## src/rtl/ula_pkg.sv

```systemverilog
// Shared definitions for the ULA command sequencer: opcodes, FSM states, default widths.
// Latency: n/a (declarations only).
// Backpressure: n/a.
package ula_pkg;

    localparam int ULA_N    = 8;
    localparam int ULA_PROF = 4;

    localparam logic [2:0] OP_SOMA        = 3'd0;
    localparam logic [2:0] OP_SUB         = 3'd1;
    localparam logic [2:0] OP_MAIOR       = 3'd2;
    localparam logic [2:0] OP_MENOR       = 3'd3;
    localparam logic [2:0] OP_MAIOR_IGUAL = 3'd4;
    localparam logic [2:0] OP_MENOR_IGUAL = 3'd5;
    localparam logic [2:0] OP_IGUAL       = 3'd6;
    localparam logic [2:0] OP_MULTI       = 3'd7;

    typedef enum logic [2:0] {
        OCIOSO,
        EMITE,
        ESPERA,
        CAPTURA,
        ENTREGA
    } estado_t;

endpackage

```

## src/rtl/ula_sequenciador_if.sv

```systemverilog
// Command and result handshakes of the ULA sequencer bundled as one interface.
// Latency: n/a (wiring only).
// Backpressure: cmd_ready throttles the producer, res_ready throttles result delivery.
interface ula_sequenciador_if import ula_pkg::*; #(parameter int N = ULA_N);

    logic           cmd_valid;
    logic           cmd_ready;
    logic [2:0]     cmd_op;
    logic [N-1:0]   cmd_a;
    logic [N-1:0]   cmd_b;

    logic           res_valid;
    logic           res_ready;
    logic [2:0]     res_op;
    logic [2*N-1:0] res_data;

    modport master (
        output cmd_valid, cmd_op, cmd_a, cmd_b, res_ready,
        input  cmd_ready, res_valid, res_op, res_data
    );

    modport slave (
        input  cmd_valid, cmd_op, cmd_a, cmd_b, res_ready,
        output cmd_ready, res_valid, res_op, res_data
    );

endinterface

```

## src/rtl/fila_cmd.sv

```systemverilog
// Synchronous FIFO of packed {op,a,b} commands with occupancy count.
// Latency: an entry pushed at one edge is visible on dout from the next edge (no bypass).
// Backpressure: full blocks further pushes; pop on empty is ignored.
module fila_cmd #(
    parameter  int W    = 19,
    parameter  int PROF = 4,
    localparam int AW   = $clog2(PROF)
) (
    input  logic          Tclk,
    input  logic          Tclr_n,
    input  logic          push,
    input  logic [W-1:0]  din,
    input  logic          pop,
    output logic [W-1:0]  dout,
    output logic          full,
    output logic          empty,
    output logic [AW:0]   count
);

    logic [W-1:0] mem [PROF];
    logic [AW:0]  wr_ptr;
    logic [AW:0]  rd_ptr;

    // Pointers carry one extra wrap bit so full and empty are distinguishable.
    assign count = wr_ptr - rd_ptr;
    assign full  = (count == (AW+1)'(PROF));
    assign empty = (count == '0);
    assign dout  = mem[rd_ptr[AW-1:0]];

    // Advance read/write pointers; reset empties the queue.
    always_ff @(posedge Tclk) begin
        if (!Tclr_n) begin
            wr_ptr <= '0;
            rd_ptr <= '0;
        end else begin
            if (push && !full) begin
                wr_ptr <= wr_ptr + (AW+1)'(1);
            end
            if (pop && !empty) begin
                rd_ptr <= rd_ptr + (AW+1)'(1);
            end
        end
    end

    // Storage array, no reset needed: contents are only read behind the pointers.
    always_ff @(posedge Tclk) begin
        if (push && !full) begin
            mem[wr_ptr[AW-1:0]] <= din;
        end
    end

endmodule

```

## src/rtl/ula_sequenciador.sv

```systemverilog
// Buffers ULA commands, drives one at a time into the ULA and returns the captured result.
// Latency: accept at edge Ea into idle block -> res_valid after Ea+4; 4-cycle issue interval.
// Backpressure: cmd_ready drops when the FIFO is full; results park in ENTREGA until res_ready.
module ula_sequenciador import ula_pkg::*; #(
    parameter int N    = ULA_N,
    parameter int PROF = ULA_PROF
) (
    input  logic                  Tclk,
    input  logic                  Tclr_n,
    ula_sequenciador_if.slave     bus,
    output logic [$clog2(PROF):0] ocupacao,
    output logic [N-1:0]          ula_A,
    output logic [N-1:0]          ula_B,
    output logic [2:0]            ula_selec,
    output logic                  ula_en,
    output logic                  ula_clr,
    output logic                  ula_pr,
    input  logic [N:0]            ula_S,
    input  logic [2*N-1:0]        ula_Smulti
);

    localparam int W = 3 + 2*N;

    estado_t        estado;
    logic           cheia;
    logic           vazia;
    logic           push;
    logic           pop;
    logic [W-1:0]   cab;
    logic           res_valid_q;
    logic [2:0]     res_op_q;
    logic [2*N-1:0] res_data_q;

    assign bus.cmd_ready = Tclr_n && !cheia;
    assign bus.res_valid = res_valid_q;
    assign bus.res_op    = res_op_q;
    assign bus.res_data  = res_data_q;

    assign ula_clr = !Tclr_n;
    assign ula_pr  = 1'b0;

    assign push = bus.cmd_valid && bus.cmd_ready;
    // A new command starts from idle, or on the very edge the previous result is taken.
    assign pop  = !vazia && ((estado == OCIOSO) || (estado == ENTREGA && bus.res_ready));

    fila_cmd #(.W(W), .PROF(PROF)) u_fila (
        .Tclk   (Tclk),
        .Tclr_n (Tclr_n),
        .push   (push),
        .din    ({bus.cmd_op, bus.cmd_a, bus.cmd_b}),
        .pop    (pop),
        .dout   (cab),
        .full   (cheia),
        .empty  (vazia),
        .count  (ocupacao)
    );

    // Sequencer FSM: hold ULA inputs for two settle edges, capture, then deliver downstream.
    always_ff @(posedge Tclk) begin
        if (!Tclr_n) begin
            estado      <= OCIOSO;
            res_valid_q <= 1'b0;
            res_data_q  <= '0;
            res_op_q    <= '0;
            ula_A       <= '0;
            ula_B       <= '0;
            ula_selec   <= '0;
            ula_en      <= 1'b0;
        end else begin
            case (estado)
                OCIOSO:  ;
                EMITE:   estado <= ESPERA;
                ESPERA:  estado <= CAPTURA;
                CAPTURA: begin
                    res_data_q  <= (ula_selec == OP_MULTI) ? ula_Smulti
                                                           : {{(N-1){1'b0}}, ula_S};
                    res_valid_q <= 1'b1;
                    ula_en      <= 1'b0;
                    estado      <= ENTREGA;
                end
                ENTREGA: begin
                    if (bus.res_ready) begin
                        res_valid_q <= 1'b0;
                        estado      <= OCIOSO;
                    end
                end
                default: estado <= OCIOSO;
            endcase
            // A pop overrides the idle fall-through and launches the next command.
            if (pop) begin
                ula_selec <= cab[W-1 -: 3];
                ula_A     <= cab[2*N-1 -: N];
                ula_B     <= cab[N-1:0];
                res_op_q  <= cab[W-1 -: 3];
                ula_en    <= 1'b1;
                estado    <= EMITE;
            end
        end
    end

endmodule

```

## src/flat_wrapper.sv

```systemverilog
// flat-port wrapper written by rule: the top's interface ports become plain ports
module ula_sequenciador_flat import ula_pkg::*;
#(
    parameter int N    = ULA_N,
    parameter int PROF = ULA_PROF
)
  (Tclk, Tclr_n, ocupacao, ula_A, ula_B, ula_selec, ula_en, ula_clr, ula_pr, ula_S, ula_Smulti, bus_cmd_valid, bus_cmd_op, bus_cmd_a, bus_cmd_b, bus_res_ready, bus_cmd_ready, bus_res_valid, bus_res_op, bus_res_data);
  ula_sequenciador_if #(.N(N)) bus_i ();
  input  logic Tclk;
  input  logic Tclr_n;
  output logic [$clog2(PROF):0] ocupacao;
  output logic [N-1:0] ula_A;
  output logic [N-1:0] ula_B;
  output logic [2:0] ula_selec;
  output logic ula_en;
  output logic ula_clr;
  output logic ula_pr;
  input  logic [N:0] ula_S;
  input  logic [2*N-1:0] ula_Smulti;
  input wire logic [$bits(bus_i.cmd_valid)-1:0] bus_cmd_valid;
  input wire logic [$bits(bus_i.cmd_op)-1:0] bus_cmd_op;
  input wire logic [$bits(bus_i.cmd_a)-1:0] bus_cmd_a;
  input wire logic [$bits(bus_i.cmd_b)-1:0] bus_cmd_b;
  input wire logic [$bits(bus_i.res_ready)-1:0] bus_res_ready;
  output wire logic [$bits(bus_i.cmd_ready)-1:0] bus_cmd_ready;
  output wire logic [$bits(bus_i.res_valid)-1:0] bus_res_valid;
  output wire logic [$bits(bus_i.res_op)-1:0] bus_res_op;
  output wire logic [$bits(bus_i.res_data)-1:0] bus_res_data;
  assign bus_i.cmd_valid = bus_cmd_valid;
  assign bus_i.cmd_op = bus_cmd_op;
  assign bus_i.cmd_a = bus_cmd_a;
  assign bus_i.cmd_b = bus_cmd_b;
  assign bus_i.res_ready = bus_res_ready;
  assign bus_cmd_ready = bus_i.cmd_ready;
  assign bus_res_valid = bus_i.res_valid;
  assign bus_res_op = bus_i.res_op;
  assign bus_res_data = bus_i.res_data;
  ula_sequenciador #(.N(N), .PROF(PROF)) u_core (.Tclk(Tclk), .Tclr_n(Tclr_n), .bus(bus_i), .ocupacao(ocupacao), .ula_A(ula_A), .ula_B(ula_B), .ula_selec(ula_selec), .ula_en(ula_en), .ula_clr(ula_clr), .ula_pr(ula_pr), .ula_S(ula_S), .ula_Smulti(ula_Smulti));
endmodule
```

## config.mk

```make
export PLATFORM = sky130hd
export DESIGN_NAME = ula_sequenciador_flat
export DESIGN_NICKNAME = d
export VERILOG_FILES = /design/src/rtl/ula_pkg.sv /design/src/rtl/ula_sequenciador_if.sv /design/src/rtl/fila_cmd.sv /design/src/rtl/ula_sequenciador.sv /design/src/flat_wrapper.sv
export SDC_FILE = /design/constraint.sdc
export NUM_CORES = 1
export LEC_CHECK = 0
export ABC_CLOCK_PERIOD_IN_PS = 5250
export BUFFER_PORTS_ARGS = -buffer_cell sky130_fd_sc_hd__clkbuf_2
export CORE_ASPECT_RATIO = 0.5
export CORE_MARGIN = 3
export CORE_UTILIZATION = 55
export CTS_BUF_LIST = sky130_fd_sc_hd__clkbuf_2 sky130_fd_sc_hd__clkbuf_4 sky130_fd_sc_hd__clkbuf_8
export DETAILED_ROUTE_END_ITERATION = 10
export GPL_ROUTABILITY_DRIVEN = 0
export HOLD_SLACK_MARGIN = 0.15
export PLACE_DENSITY = 0.85
export SLEW_MARGIN = 40
export SYNTH_ARGS = -nofsm -noshare
export SYNTH_HDL_FRONTEND = slang
export SYNTH_SLANG_ARGS = --single-unit
```

## constraint.sdc

```tcl
create_clock -name Tclk -period 5.25 [get_ports Tclk]
set_clock_uncertainty 0.2 [all_clocks]
set_input_delay 0.7875 -clock Tclk [delete_from_list [all_inputs] [get_ports Tclk]]
set_output_delay 0.7875 -clock Tclk [all_outputs]
set_load 0.02 [all_outputs]
```

==> metrics, run 1 <==
Max rail drop VDD=about 0.00023 V; Cell Count, Final, Fillers Out=around 560; top cells by area, synth=edfxtp_1, dfxtp_1, mux4_2; post-CTS sizing=0; Worst slew margin=0.552; initial antenna violation count=0; Setup Viol. Count Final=0; clk buf depth=2; sequential element share of the synthesized area=0.659; largest net degree at the start of global routing=56; Tcrit/Tclk final=0.645; worst-path cell chain=buf_4 > ha_1 > fa_1 > xnor3_1 > inv_1 > a21oi_1 > clkbuf_2; peak per-stage delay on the critical path=0.41 ns; Yosys top cell area share=0.470; DP HPWL=just under 6000 um; Die Wd=approximately 140 um; combinational power share=0.279; Initial Util=0.586; Critical-path top delay cell=fa_1; NumNets Final=just under 500; DR vias/cell=approximately 5.4; Post-DP Area=5350 um2; FF+latch count, synth=around 120; Clk Latency, worst-skew pair=approximately 0.43 ns; TritonRoute pass-1 iters=4; syn avg cell area=13.9 um2; Sequential Power Share=0.415; worst-path fanout max=23; distinct cell type count after synthesis=36; met3 wire len=slightly below 600 um; Site Rows=23; NetSw=around 910 uW; RSZ-0062 raised after global routing=no; setup bufs post-CTS=0; Final Hold Fails=0; TritonCTS clock tree=yes; Pins Over Slew Limit=0; compound-gate portion of the synthesized area=0.0394; layout cell share with drive strength beyond 1=0.337; Clock Root Buffer=clkbuf_8; Vias=slightly above 3000; clock sinks=between 100 and 150; # diodes=0; Internal=between 2 and 2.5 mW; crit path DAT=approximately 2.4 ns; WL/cell=about 17 um; first-pass GRT wire length=approximately 15000 um; CP Capture Type=primary output; Hold-fix buffers, CTS=0; top cell family by delay on the critical path=adder cells; Num CTS Buffers=17; clk slew on worst S/H paths=0.07 ns; drt drc=0; worst path required time=4.26 ns; fin area=5780 um2; Min-Delay Path Class=flop to flop; Die ar.=roughly 10000 um2; Main synth FF type=edfxtp_1; Ports=94; Post-Route M1 WL=~4200 um; core area=8290 um2; Fmax=slightly below 300 MHz; Gate Count Post-Synth=350; Post-Route WL=about 9500 um; WS Path Type=flop to primary output; Die H=roughly 72 um; overall routing resource usage=0.197; largest family of logic cells by synthesized area=multiplexers; Final ANT Viol Nets=0; Synth area leader=edfxtp_1; Post-synth EDFFs=76; clock power share=0.306; Post-Syn Nets=405; Slew @ Worst Pin=between 0.6 and 0.7 ns; gr ovfl total=0; Simple-Gate Fraction of Synth Area=0.0986; Period minus WS final=approximately 3.4 ns; Leak=2.29 nW; max-cap violations=0; vias in the first global route=approximately 3000; # port buffers=92; metal2 WL=between 4000 and 5000 um; Cell Area, Synth=slightly below 5000 um2; Net Sw Frac=0.311; setup TNS=0 ns; mux cell area share after synthesis=0.138; Top Layer Used=met4; Initial DRC Count=168; pwr/cell area=between 500 and 600 nW/um2; XOR/XNOR Fraction of Synth Area=0.00824; Synth Warn #=0; P&R area growth vs syn=19.0%; status=finished clean; Async SR Flop Fraction=0; placed cell count=between 500 and 600; adder-cell share of the synthesized area=0.0196; CP Buf/Inv Count=3; startpoint types=flop; H-tree depth=4
[synthesized netlist by cell type (all sizes together), types with 3 or more instances]
cell type  number
a311oi          9
mux4           19
dfxtp          46
nand3b          3
inv            10
nor2           10
nand3           8
nand2          73
buf            11
clkbuf         15
and3            5
mux2i          24
a21oi          12
ha              6
edfxtp         76
[flip-flops by register name, indices dropped and copies added, names as in the netlist, 3 cells and up]
register and flops:
u_core.estado 3, u_core.u_fila.wr_ptr 3, u_core.bus.res_op 3, u_core.u_fila.rd_ptr 3, u_core.ula_B 8, u_core.u_fila.mem 76, u_core.bus.res_data 16, u_core.ula_A 8
[per-stage QoR]
stage                util  worst slack [ns]  power (mW)  hold slack (ns)
floorplan               -              2.42        1.89            0.268
global placement    0.644              2.08        2.03            0.240
detailed placement  0.646              2.29        2.06            0.248
CTS                 0.697              1.81        2.96            0.257
global route        0.697              1.68        3.07            0.276
finish              0.697              1.86        2.94            0.254
[cells by family after synthesis]
kind of cell | after synthesis
adder cells (fa/ha/maj) | 7
buffers and inverters | 36
AO/OA/AOI/OAI | 28
multiplexers | 43
AND/OR/NAND/NOR | 110
flip-flops | 122
XOR/XNOR | 3
other | 1
[power by group through the flow]
stage	sequential [mW]	combinational (mW)	clock, mW
2_1_floorplan	1.29	0.604	0
3_3_place_gp	1.23	0.798	0
3_5_place_dp	1.24	0.819	0
4_1_cts	1.22	0.831	0.907
6_report	1.22	0.820	0.899
5_1_grt	1.23	0.891	0.949
[cell usage in the layout, fill, tap and decap left out, drive strengths merged, types with 3 or more instances in the layout]
cell type	count
nor2	10
mux4	19
and3	5
edfxtp	76
nand3	8
clkinv	6
ha	6
bufinv	4
a21oi	12
buf	3
dfxtp	46
mux2i	24
a311oi	9
inv	11
nand3b	3
clkbuf	112
nand2	73
[worst reg2reg max path: stages (launching register included)]
cell	delay, ns
dfxtp_1	0.30
buf_4	0.25
ha_1	0.25
fa_1	0.41
xnor3_1	0.31
o21a_1	0.32
and3_2	0.57
[layer usage]
layer / vias up / track usage
met2: 98 / 0.325
met5: - / 0
li1: 1451 / -
met4: 0 / 0.0716
met1: 1478 / 0.254
met3: 9 / 0.0599
[cell type report]
cell class	instances	area, um2
Fill cell	531	2510
Clock inverter	12	173
Clock buffer	20	256
Timing Repair Buffer	95	485
Multi-Input combinational cell	192	1490
Inverter	10	37.5
Sequential cell	122	3200
Tap cell	112	140
[final timing paths]
kind              slack, ns                  endpoint  cells after the start                     from
setup / recovery       1.86             bus_cmd_ready                      7  u_core.u_fila.rd_ptr[0]
hold / removal         0.25   u_core.bus.res_data[15]                      2  u_core.bus.res_data[15]
setup reg to reg       2.27  u_core.u_fila.mem[3][10]                      6  u_core.u_fila.rd_ptr[0]
hold reg to reg        0.25   u_core.bus.res_data[15]                      2  u_core.bus.res_data[15]
No activity file was read; power rests on OpenSTA's default activity.
==> run 2: changes to the inputs <==
ABC_CLOCK_PERIOD_IN_PS = 3340   (was 5250)
clock period = 3.34 ns   (was 5.25 ns; I/O delays follow)
==> run 2 against run 1 <==
Count of clock-buffer cells in the layout increased by 4. Global-route usage increased by 1.9 points. Utilization increased by 6.0 points. Non-clock buffer count increased by 50. Cell area increased by 8.6%. Setup slack got worse by 1.6 ns. Flip-flop and latch count unchanged. Combinational power increased by 67%. Routed wire length increased by 9.5%. Via count increased by 9.1%. Hold slack got worse by 0.041 ns. Critical endpoint unchanged.
==> metrics, run 2 (synthesis gave the netlist of run 1 again) <==
TritonCTS clock tree=yes; largest net degree at the start of global routing=47; vias in the first global route=around 3400; TritonRoute pass-1 iters=4; Pins Over Slew Limit=0; Tcrit/Tclk final=0.909; Num CTS Buffers=17; Leak=around 2.5 nW; CP Capture Type=primary output; setup bufs post-CTS=0; Min-Delay Path Class=primary input to flop; Worst Reg-to-Reg Cells=7; Final ANT Viol Nets=0; status=finished clean; RSZ-0062 raised after global routing=no; startpoint types=flop; gr ovfl total=0; max-cap violations=0; Site Rows=23; Ports=94; clock sinks=approximately 120; initial antenna violation count=0; Period minus WS final=slightly above 3 ns; Hold-fix buffers, CTS=44; pwr/cell area=around 760 nW/um2; overall routing resource usage=0.216; Vias=3313; # port buffers=between 90 and 100; drt drc=0; core area=8290 um2; Max rail drop VDD=between 0.0004 and 0.0005 V; DR vias/cell=about 5.4; worst hold path cell count=3; Initial Util=0.586; Final Power=between 4 and 5 mW; number of flip-flops in the largest register=76; # diodes=0; area taken by multi-input logic gates=1480 um2; setup TNS=0 ns; WS Path Type=flop to primary output; DP HPWL=roughly 6000 um; most common cell after layout, fill and taps aside=clkbuf_2; Clk Latency, worst-skew pair=approximately 0.43 ns; Die Wd=about 140 um; Worst slew margin=0.596; Slew @ Worst Pin=roughly 0.61 ns; WL/cell=about 17 um; P&R area growth vs syn=29.3%; worst-path fanout max=5; layout cell share with drive strength beyond 1=0.306; NumNets Final=~540; clk buf depth=2; clk slew on worst S/H paths=approximately 0.060 ns; Clock Root Buffer=clkbuf_8; Post-Route WL=~10000 um; worst path required time=~2.6 ns; H-tree depth=4; Die H=slightly above 70 um; Final Hold Fails=0; commonest cells after routing, fill and taps aside=clkbuf_2, edfxtp_1, nand2_1; sequential cell area=3200 um2; filler instances=around 490; crit path DAT=roughly 2.3 ns; Initial DRC Count=roughly 250; first-pass GRT wire length=roughly 17000 um; Setup Viol. Count Final=0; Final Core Density=0.758; Fmax=329 MHz; Die ar.=10100 um2; post-CTS sizing=0
## run 2: changes by cell type in the layout (fill, tap and decap cells not counted), sizes merged
cell	change
dlygate4sd3	+44
buf	+6
clkinv	-5
clkbuf	+4
clkinvlp	+1
inv	-1
## run 2: worst paths after layout
kind                                         startpoint                 endpoint  slack (ns)
worst max register to register  u_core.u_fila.wr_ptr[0]  u_core.u_fila.mem[1][5]        0.47
worst max-delay path            u_core.u_fila.wr_ptr[0]            bus_cmd_ready        0.30
worst min register to register  u_core.bus.res_data[11]  u_core.bus.res_data[11]        0.25
worst min-delay path                      bus_res_ready         u_core.estado[2]        0.21
## run 2: power by group
part,total [mW],switching (mW),internal (mW)
clock,1.47,0.552,0.914
sequential,1.92,0.106,1.81
combinational,1.37,0.763,0.603
total,4.75,1.42,3.33
## run 2: worst max-delay path, stage by stage (launching register included)
cell,delay (ns)
dfxtp_1,0.39
inv_1,0.12
ha_1,0.23
fa_1,0.43
xnor3_1,0.31
inv_1,0.10
a21oi_1,0.14
clkbuf_2,0.20
## run 2: per-stage QoR
stage,hold slack [ns],cell area [um2],cells,setup slack (ns)
after detailed placement,0.246,5390,537,0.487
after CTS,0.173,6280,612,0.253
after global routing,0.206,6280,612,0.173
after floorplan,0.268,4860,350,0.638
final,0.213,6280,612,0.303
after global placement,0.239,5390,537,0.612
## run 2: per-layer routing
metal  share of wire  up-vias  GRT usage  routed length (um)
met1            0.42     1603      0.263                4370
met5               0        -          0                   0
met4           0.017        0     0.0954                 177
met3           0.063       19     0.0606                 656
met2            0.50      137      0.371                5180
li1                -     1554          -                   -
## run 2: area by class of cell
type                       count  share of cell area
timing repair buffer         145               0.154
multi-input combinational    192               0.236
tap                          112              0.0223
clock buffer                  24              0.0496
clock inverter                 7              0.0223
sequential                   122               0.510
inverter                      10             0.00598
==> run 3: changes to the inputs <==
SYNTH_HIERARCHICAL = 1   (was not set)
==> run 3 against run 2 <==
Final cell count rose by 0.82%. Critical endpoint is now u_core/u_fila/mem[1][9]. Sequential power is 4% higher. Flip-flop and latch count increased by 2. Non-clock buffer count shrank 2. Critical path type is now flop to flop. Count of clock-buffer cells in the layout shrank 4. Largest cell class unchanged.
==> metrics, run 3 <==
hold endpoint=u_core/estado[2]; core area=~8400 um2; clock sinks=124; vias in the first global route=approximately 3300; Clk Latency, worst-skew pair=between 0.4 and 0.5 ns; Setup Viol. Count Final=0; Cell Area, Synth=4960 um2; DR vias/cell=approximately 5.3; Site Rows=23; Slew @ Worst Pin=~0.75 ns; top cell family by delay on the critical path=simple AND/OR/NAND/NOR gates; largest net degree at the start of global routing=a little under 80; setup TNS=0 ns; Initial Util=0.592; worst hold path cell count=3; Die H=between 70 and 80 um; CP Buf/Inv Count=1; Num CTS Buffers=17; Synth Warn #=6; WS Path Type=flop to flop; FF+latch count, synth=about 120; status=finished clean; Die Wd=140 um; Max rail drop VDD=0.000442 V; TritonCTS clock tree=yes; Vias=3300; Fmax=334 MHz; Final Power=approximately 4.8 mW; Worst slew margin=0.501; H-tree depth=4; peak per-stage delay on the critical path=~0.51 ns; max-cap violations=0; gr ovfl total=0; count leader, synth=nand2_1; Worst Hold Launch=Tclr_n; clk buf depth=2; Die ar.=10300 um2; # port buffers=92; DP HPWL=between 6000 and 7000 um; Post-synth EDFFs=76; Tcrit/Tclk final=0.896; NumNets Final=about 550; Period minus WS final=2.99 ns; TritonRoute pass-1 iters=5; Min-Delay Path Class=primary input to flop; commonest cells after routing, fill and taps aside=clkbuf_2, nand2_1, edfxtp_1; Main synth FF type=edfxtp_1; syn avg cell area=14.1 um2; Gate Count Post-Synth=between 300 and 400; layout cell share with drive strength beyond 1=0.329; distinct cell type count after synthesis=slightly above 40; crit path DAT=between 2 and 3 ns; pwr/cell area=759 nW/um2; Pins Over Slew Limit=0; CP Capture Type=flop; Post-Syn Nets=~400; startpoint types=flop; Ports=94; worst-path cell chain=inv_1 > ha_1 > fa_1 > nand2_1 > nor2_1 > nor2_1 > and2_1 > o21a_1 > and2_2; P&R area growth vs syn=27.1%; overall routing resource usage=0.216; Final Hold Fails=0; Worst Reg-to-Reg Cells=9; Clock Root Buffer=clkbuf_8; drt drc=0; Hold-fix buffers, CTS=44; WL/cell=around 17 um; Yosys top cell area share=0.460; initial antenna violation count=0; most common cell after layout, fill and taps aside=clkbuf_2; Async SR Flop Fraction=0; Initial DRC Count=between 200 and 250; crit-path most repeated cell=nor2_1; first-pass GRT wire length=~17000 um; top cells by area, synth=edfxtp_1, dfxtp_1, mux4_2; Critical-path top delay cell=and2_2; worst path required time=3.18 ns; Post-Route WL=10600 um; number of flip-flops in the largest register=76; clk slew on worst S/H paths=around 0.06 ns; register-to-register setup slack=0.35 ns; setup bufs post-CTS=0; RSZ-0062 raised after global routing=no; Synth top cells by count=nand2_1, edfxtp_1, dfxtp_1; R2R Path End=u_core/u_fila/mem[1][9]; sequential element share of the synthesized area=0.654; post-CTS sizing=0; Synth area leader=edfxtp_1; # diodes=0; Final ANT Viol Nets=0; FF-to-FF Start=u_core/u_fila/wr_ptr[0]; Leak=2.46 nW; worst-path fanout max=19
## run 3: kinds of logic after synthesis
kind of cell	after synthesis	share of synthesized area
flops	124	0.654
simple gates	105	0.0923
mux	44	0.137
compound gates	38	0.0532
buf+inv	31	0.0376
fa+ha+maj	7	0.0192
xor+xnor	2	0.00656
other cells	1	0.000756
## run 3: metal layers
metal | GRT usage | vias up | share of wire
li1 | - | 1557 | -
met1 | 0.273 | 1596 | 0.42
met2 | 0.371 | 143 | 0.50
met3 | 0.0543 | 4 | 0.072
met4 | 0.0773 | 0 | 0.0049
met5 | 0 | - | 0
## run 3: metrics by stage
step / cell area, um2 / worst slack, ns / util / std cells / hold slack (ns)
after floorplan: 4970 / 0.117 / - / 352 / 0.260
after CTS: 6310 / 0.330 / 0.753 / 617 / 0.184
after global placement: 5470 / 0.155 / 0.654 / 541 / 0.242
after global routing: 6310 / 0.108 / 0.753 / 617 / 0.207
final: 6310 / 0.346 / 0.753 / 617 / 0.214
after detailed placement: 5480 / 0.328 / 0.654 / 541 / 0.247
## run 3: worst register-to-register path, cell delays in order (launching register included)
cell,delay [ns]
dfxtp_1,0.38
inv_1,0.11
ha_1,0.23
fa_1,0.47
nand2_1,0.15
nor2_1,0.10
nor2_1,0.12
and2_1,0.17
o21a_1,0.19
and2_2,0.51
## run 3: layout make-up
type	instances	area [um2]
Sequential cell	124	3240
Fill cell	512	2070
Multi-Input combinational cell	197	1550
Timing Repair Buffer	143	953
Clock buffer	20	263
Tap cell	112	140
Clock inverter	12	125
Inverter	9	33.8
## run 3: where the power goes
group | internal, mW | switching, mW
sequential | 1.86 | 0.134
combinational | 0.671 | 0.871
clock | 0.694 | 0.564
## run 3: worst max-delay path by stage
stage | cells after the start | slack [ns] | start | to
after floorplan | 9 | 0.12 | u_core/u_fila/wr_ptr[0] | u_core/u_fila/mem[0][0]
after global placement | 9 | 0.16 | u_core/u_fila/wr_ptr[0] | u_core/u_fila/mem[1][13]
after detailed placement | 9 | 0.33 | u_core/u_fila/wr_ptr[0] | u_core/u_fila/mem[1][1]
after CTS | 9 | 0.33 | u_core/u_fila/wr_ptr[0] | u_core/u_fila/mem[1][8]
after global routing | 9 | 0.11 | u_core/u_fila/wr_ptr[0] | u_core/u_fila/mem[1][8]
final | 9 | 0.35 | u_core/u_fila/wr_ptr[0] | u_core/u_fila/mem[1][9]
